$ cat src/rtl/rf_pkg.sv
// rtl/rf_pkg.sv - default register-file dimensions and address-width helper
package rf_pkg;

  localparam int unsigned RF_XLEN  = 32;
  localparam int unsigned RF_NREGS = 32;
  localparam int unsigned RF_NRD   = 2;
  localparam int unsigned RF_NWR   = 2;

  function automatic int unsigned rf_addr_w(input int unsigned n);
    return (n < 2) ? 1 : $clog2(n);
  endfunction

endpackage

$ cat src/rtl/rf_scoreboard.sv
// rtl/rf_scoreboard.sv - per-register pending-write (busy) bits with reserve-over-write priority
module rf_scoreboard
  import rf_pkg::*;
#(
  parameter int unsigned NREGS = RF_NREGS,
  parameter int unsigned NWR   = RF_NWR,
  parameter int unsigned AW    = rf_addr_w(RF_NREGS)
) (
  input  logic              clk,
  input  logic              rst_n,
  input  logic [NWR-1:0]    we,
  input  logic [NWR*AW-1:0] waddr,
  input  logic              rsv_en,
  input  logic [AW-1:0]     rsv_addr,
  output logic [NREGS-1:0]  busy,
  output logic              any_busy
);

  logic [NREGS-1:0] r_busy;

  // Reserve is applied after the write clears so a new producer keeps the bit set.
  always_ff @(posedge clk or negedge rst_n) begin
    if (!rst_n) begin
      r_busy <= '0;
    end else begin
      for (int j = 0; j < NWR; j++) begin
        if (we[j] && (waddr[j*AW +: AW] != '0)) begin
          r_busy[waddr[j*AW +: AW]] <= 1'b0;
        end
      end
      if (rsv_en && (rsv_addr != '0)) begin
        r_busy[rsv_addr] <= 1'b1;
      end
    end
  end

  assign busy     = r_busy;
  assign any_busy = |r_busy[NREGS-1:1];

endmodule

$ cat src/rtl/multiport_regfile.sv
// rtl/multiport_regfile.sv - multiport register file with busy scoreboard; RF_BYPASS_EN enables same-cycle forwarding
module multiport_regfile
  import rf_pkg::*;
#(
  parameter int unsigned XLEN  = RF_XLEN,
  parameter int unsigned NREGS = RF_NREGS,
  parameter int unsigned NRD   = RF_NRD,
  parameter int unsigned NWR   = RF_NWR,
  localparam int unsigned AW   = rf_addr_w(NREGS)
) (
  input  logic                clk,
  input  logic                rst_n,
  input  logic [NRD*AW-1:0]   raddr,
  output logic [NRD*XLEN-1:0] rdata,
  output logic [NRD-1:0]      rbusy,
  input  logic [NWR-1:0]      we,
  input  logic [NWR*AW-1:0]   waddr,
  input  logic [NWR*XLEN-1:0] wdata,
  input  logic                rsv_en,
  input  logic [AW-1:0]       rsv_addr,
  output logic                any_busy
);

  logic [XLEN-1:0]  r_rf [NREGS];
  logic [NREGS-1:0] w_busy;

  // Ascending port order makes the highest-index writer win on address collisions.
  always_ff @(posedge clk or negedge rst_n) begin
    if (!rst_n) begin
      for (int k = 0; k < NREGS; k++) begin
        r_rf[k] <= '0;
      end
    end else begin
      for (int j = 0; j < NWR; j++) begin
        if (we[j] && (waddr[j*AW +: AW] != '0)) begin
          r_rf[waddr[j*AW +: AW]] <= wdata[j*XLEN +: XLEN];
        end
      end
    end
  end

  rf_scoreboard #(
    .NREGS (NREGS),
    .NWR   (NWR),
    .AW    (AW)
  ) u_scoreboard (
    .clk      (clk),
    .rst_n    (rst_n),
    .we       (we),
    .waddr    (waddr),
    .rsv_en   (rsv_en),
    .rsv_addr (rsv_addr),
    .busy     (w_busy),
    .any_busy (any_busy)
  );

  for (genvar gi = 0; gi < NRD; gi++) begin : g_rd
    logic [AW-1:0]   w_addr;
    logic [XLEN-1:0] w_data;
    logic            w_rb;

    assign w_addr = raddr[gi*AW +: AW];

    always_comb begin
      w_data = r_rf[w_addr];
      w_rb   = w_busy[w_addr];
`ifdef RF_BYPASS_EN
      for (int j = 0; j < NWR; j++) begin
        if (we[j] && (waddr[j*AW +: AW] == w_addr)) begin
          w_data = wdata[j*XLEN +: XLEN];
          w_rb   = rsv_en && (rsv_addr == w_addr);
        end
      end
`endif
      // Reset gating keeps forwarded inputs from leaking out while rst_n is low.
      if (!rst_n || (w_addr == '0)) begin
        w_data = '0;
        w_rb   = 1'b0;
      end
    end

    assign rdata[gi*XLEN +: XLEN] = w_data;
    assign rbusy[gi]              = w_rb;
  end

endmodule

$ cat config.mk
export PLATFORM = sky130hd
export DESIGN_NAME = multiport_regfile
export DESIGN_NICKNAME = d
export VERILOG_FILES = /design/src/rtl/rf_pkg.sv /design/src/rtl/rf_scoreboard.sv /design/src/rtl/multiport_regfile.sv
export SDC_FILE = /design/constraint.sdc
export NUM_CORES = 2
export LEC_CHECK = 0
export ABC_AREA = 0
export BUFFER_PORTS_ARGS = -buffer_cell sky130_fd_sc_hd__buf_4
export CORE_ASPECT_RATIO = 1.2
export CORE_MARGIN = 1.5
export CORE_UTILIZATION = 63
export DETAILED_ROUTE_END_ITERATION = 8
export PLACE_DENSITY = 0.77
export SLEW_MARGIN = 40
export SYNTH_ARGS = -nofsm -noshare
export SYNTH_HDL_FRONTEND = slang
export SYNTH_HIERARCHICAL = 1
export SYNTH_SLANG_ARGS = --single-unit
$ cat constraint.sdc
create_clock -name clk -period 3.1 [get_ports clk]
set_input_delay 0.465 -clock clk [delete_from_list [all_inputs] [get_ports clk]]
set_output_delay 0.465 -clock clk [all_outputs]
set_load 0.02 [all_outputs]
==> results.txt <==
- Hold Slack: 63.39 ps
- DP Area: 69200 sq um
- Most frequent CP cell: sky130_fd_sc_hd__buf_4
- Counting flops with an async set or reset pin after synthesis yields a share of 100.0%.
- The path class of the tightest hold or removal check is in2reg.
- In this run the worst path has a maximum fanout of 8.
- Total chip power: 47.17 mW
- Avg WL per Cell: 34.56 um
- Row generation in the floorplan step produced 129 rows.
- Crit end category: output pin
- Routability Congestion: 0.9674
- Router iterations before antenna repair: 6
- In this run the power density over the cells is 637.6 nW/um^2.
- Hold Fails Final Rpt: 0
- Die W: 297.3 um
- Area used by sequential logic in the layout: 26430 sq um
- Synthesis inferred 1056 register bits.
- Based on the critical path, the design can be clocked at up to 315.0 MHz.
- Across every metal layer, demand over resource in global routing totals 47.53%.
- Insertion delay of the later-clocked pin in the worst-skew pair: 740 ps
- Initial antenna violation count: 23
* Post-layout utilization of the core: 71.84%
- The number of nets handed over by synthesis was 6140.
- Height of the die: 356.1 um
* Worst path slowest cell: sky130_fd_sc_hd__or3_4
- Buffers inserted during clock tree synthesis total 109.
* Sum of routed wire length over all layers: 254800 um
- In the finished design, the share of the clock period the worst path needs comes to 102.4%.
* Post-synthesis average cell area: 10.83 sq um
- IR Drop Worst-Case VDD: 0.6023 mV
- The first global-routing pass estimated 368700 um of wire.
* Post-layout minimum cycle time: 3175 ps
- With fillers left out, the area of the finished cells amounts to 73980 sq um.
- Max-slew violation total from the final report: 0
- Relative to the synthesized area, the layout overhead comes to 13.01%.
- Walking the worst path, the cells encountered are buf_4, buf_4, or3_4, buf_4, o31ai_4, buf_4, buf_4, a211oi_2, buf_4.
- Counting both buffers and inverters, the worst setup path holds a total of 6.
- Layout cells sized above 1: 21.19%
- Setup slack of the critical path after layout: -74.87 ps
* H-tree lvl count: 3
* Count of flip-flops with a built-in enable after synthesis: 0
- HPWL reported at the end of detailed placement: 146400 um
- Entering global routing, the biggest net connects 158 pins.
* Core area: 103000 sq um
* Post-route antenna net violation count: 0
- Of the synthesized area, sequential elements account for 40.36%.
- Peak per-stage delay on the critical path: 440 ps
- Fill count: 6988
* DRT iter0 DRCs: 9834
* Number of remaining DRC errors: 1
* Clock slew seen by the registers of the worst setup and hold paths: 70 ps
* Root buffer selected by CTS: sky130_fd_sc_hd__clkbuf_16
* Run status: finished, violations left
- RSZ-0062 raised after global routing: true
* Synth warn: 6
- The number of global-route vias before repair was 55440.
* Clock tree from TritonCTS: yes
* Final setup violating endpoints: 15
- The checks that failed: design-rule violations, negative setup slack.
- Headroom to the max-slew limit: 35.03%
* DIE AREA: 105900 sq um
- Via count: 57050
- For this design, the sink count on the clock tree is 1056.
* Number of unique standard cell types used by synthesis: 63
* WP data required: 2630 ps
* Number of instances in the synthesized netlist: 6046
- Slew at the pin with the worst max-slew slack: 972.2 ps
* Static Leakage: 30.91 nW
- Among all flip-flop cells after synthesis, the most frequent one is sky130_fd_sc_hd__dfrtp_1.
- Worst clock skew: 0 ps
* Area of combinational cells with multiple inputs: 36720 sq um
- In the routed layout, each cell is associated on average with a via count of 7.738.
- Maximum number of buffers from clock root to sink: 3
* Top-level port count: 161
- Critical Path AT: 2710 ps
- Post-synth design cell area: 65470 sq um
- Nets: 5986
* Grt ovf: 0
- Crit start category: input pin
- Type of the worst setup path: in2out
* Port Buffers: 160
- Effective utilization at floorplan: 63.57%
* Max-Cap Viols: 0
- Cell family with the largest share of critical-path delay: buffers and inverters
[power by group]
group	internal, mW	switching (mW)	leakage (nW)
logic	6.49	5.75	16.1
clock network	8.30	6.07	1.89
registers	17.4	3.21	12.9
[flip-flops by register name, indices dropped and copies added, names as in the netlist]
name	count
r_rf	1024
u_scoreboard/busy	32
[final timing paths]
kind / slack (ps) / startpoint / cells after the start / to
max reg2reg: 1800 / u_scoreboard/busy[28] / 3 / u_scoreboard/busy[28]
max in group asynchronous: 990 / rst_n / 5 / r_rf[212]
min reg2reg: 400 / r_rf[1021] / 0 / r_rf[1021]
min in group asynchronous: 540 / rst_n / 3 / r_rf[602]
max: -70 / raddr[3] / 9 / rdata[2]
min: 60 / rsv_addr[0] / 3 / u_scoreboard/busy[31]
[kinds of logic after synthesis]
kind of cell / after synthesis / share of synthesized area [%]
muxes: 1641 / 33.94
DFF: 1056 / 40.36
AOI/OAI and AO/OA: 1425 / 12.92
buffers and inverters: 746 / 5.176
and+or+nand+nor: 1178 / 7.601
[placed cells by master, fill, tap and decap left out, types with 6 or more instances in the layout]
master / n
sky130_fd_sc_hd__a2111oi_2: 8
sky130_fd_sc_hd__a2111oi_4: 22
sky130_fd_sc_hd__a211oi_1: 12
sky130_fd_sc_hd__a211oi_2: 16
sky130_fd_sc_hd__a21oi_1: 640
sky130_fd_sc_hd__a22o_1: 42
sky130_fd_sc_hd__a22oi_1: 42
sky130_fd_sc_hd__a32oi_1: 80
sky130_fd_sc_hd__buf_12: 111
sky130_fd_sc_hd__buf_16: 7
sky130_fd_sc_hd__buf_4: 341
sky130_fd_sc_hd__buf_6: 9
sky130_fd_sc_hd__bufinv_16: 13
sky130_fd_sc_hd__clkbuf_1: 22
sky130_fd_sc_hd__clkbuf_16: 115
sky130_fd_sc_hd__clkbuf_8: 23
sky130_fd_sc_hd__clkinv_2: 21
sky130_fd_sc_hd__dfrtp_1: 1056
sky130_fd_sc_hd__diode_2: 14
sky130_fd_sc_hd__mux2i_1: 1177
sky130_fd_sc_hd__mux4_2: 463
sky130_fd_sc_hd__nand2_1: 391
sky130_fd_sc_hd__nand2_4: 19
sky130_fd_sc_hd__nand2b_1: 9
sky130_fd_sc_hd__nand3b_1: 16
sky130_fd_sc_hd__nand4_1: 6
sky130_fd_sc_hd__nor2_1: 614
sky130_fd_sc_hd__nor2_4: 21
sky130_fd_sc_hd__nor3_1: 7
sky130_fd_sc_hd__nor3_4: 7
sky130_fd_sc_hd__nor3b_1: 6
sky130_fd_sc_hd__nor4_1: 8
sky130_fd_sc_hd__o21ai_0: 339
sky130_fd_sc_hd__o21ai_1: 61
sky130_fd_sc_hd__o221ai_1: 73
sky130_fd_sc_hd__o22a_1: 32
sky130_fd_sc_hd__o22ai_1: 36
[area by class of cell]
| type | instances | share of cell area, % |
|---|---|---|
| inverter | 2 | 0.01015 |
| sequential | 1056 | 35.72 |
| clock inverter | 45 | 0.8169 |
| antenna | 14 | 0.04735 |
| timing repair buffer | 479 | 7.085 |
| clock buffer | 158 | 4.362 |
| tap | 1375 | 2.325 |
| multi-input combinational | 4244 | 49.63 |
[tightest hold or removal path: stages]
cell and delay, ps:
sky130_fd_sc_hd__buf_4 150, sky130_fd_sc_hd__nand2_1 90, sky130_fd_sc_hd__o21ai_0 90
[routing by layer]
metal,part of all wire (%),wire length (um),vias to the layer above,track usage (%)
met5,0.11,292,-,0.3527
met3,17,42600,1533,21.41
met2,41,104900,5521,65.59
li1,-,-,22130,-
met4,8.9,22780,32,34.60
met1,33,84310,27840,59.11
[stage by stage]
| stage | TNS (ps) | setup slack [ps] | instances |
|---|---|---|---|
| floorplan | 0 | 481.6 | 6046 |
| global placement | -3045 | -421.3 | 7137 |
| detailed placement | -3109 | -459.9 | 7138 |
| CTS | -57.84 | -57.84 | 7350 |
| global route | -190.2 | -68.81 | 7360 |
| finish | -430.3 | -74.87 | 7373 |
[synthesized netlist by cell type, drive strengths merged, types with 4 or more instances]
cell | count | area [sq um]
a22o | 47 | 411.6
nand3 | 9 | 45.04
o22a | 33 | 289.0
o21ai | 400 | 2002
and3b | 4 | 35.03
clkbuf | 503 | 1888
a32oi | 80 | 700.7
nor2b | 6 | 37.54
or2 | 4 | 25.03
or3b | 4 | 35.04
o22ai | 36 | 225.2
nand2b | 9 | 56.30
buf | 241 | 1493
a22oi | 43 | 322.8
a2111oi | 32 | 342.8
mux4 | 463 | 10430
nand2 | 414 | 1554
nor4 | 12 | 111.4
nor2 | 636 | 2412
nor3b | 11 | 102.6
nor3 | 15 | 116.4
o221ai | 77 | 674.4
mux2i | 1178 | 11790
nand3b | 16 | 120.1
dfrtp | 1056 | 26430
nand4b | 5 | 43.79
a21oi | 640 | 3203
nand4 | 6 | 37.54
a211oi | 32 | 240.2
and2 | 5 | 31.28
[repair_timing]
| action | 4_1_cts | 5_1_grt |
|---|---|---|
| pin swaps | 16 | 18 |
| endpoints found under the setup margin | 29 | 27 |
| cloned | 0 | 2 |
| buffers inserted | 6 | 7 |
| endpoints found under the hold margin | 157 | 0 |
| gates resized for setup | 86 | 25 |
| hold buffers | 4 | 0 |
Note: power is estimated with default switching activity, not from simulation.
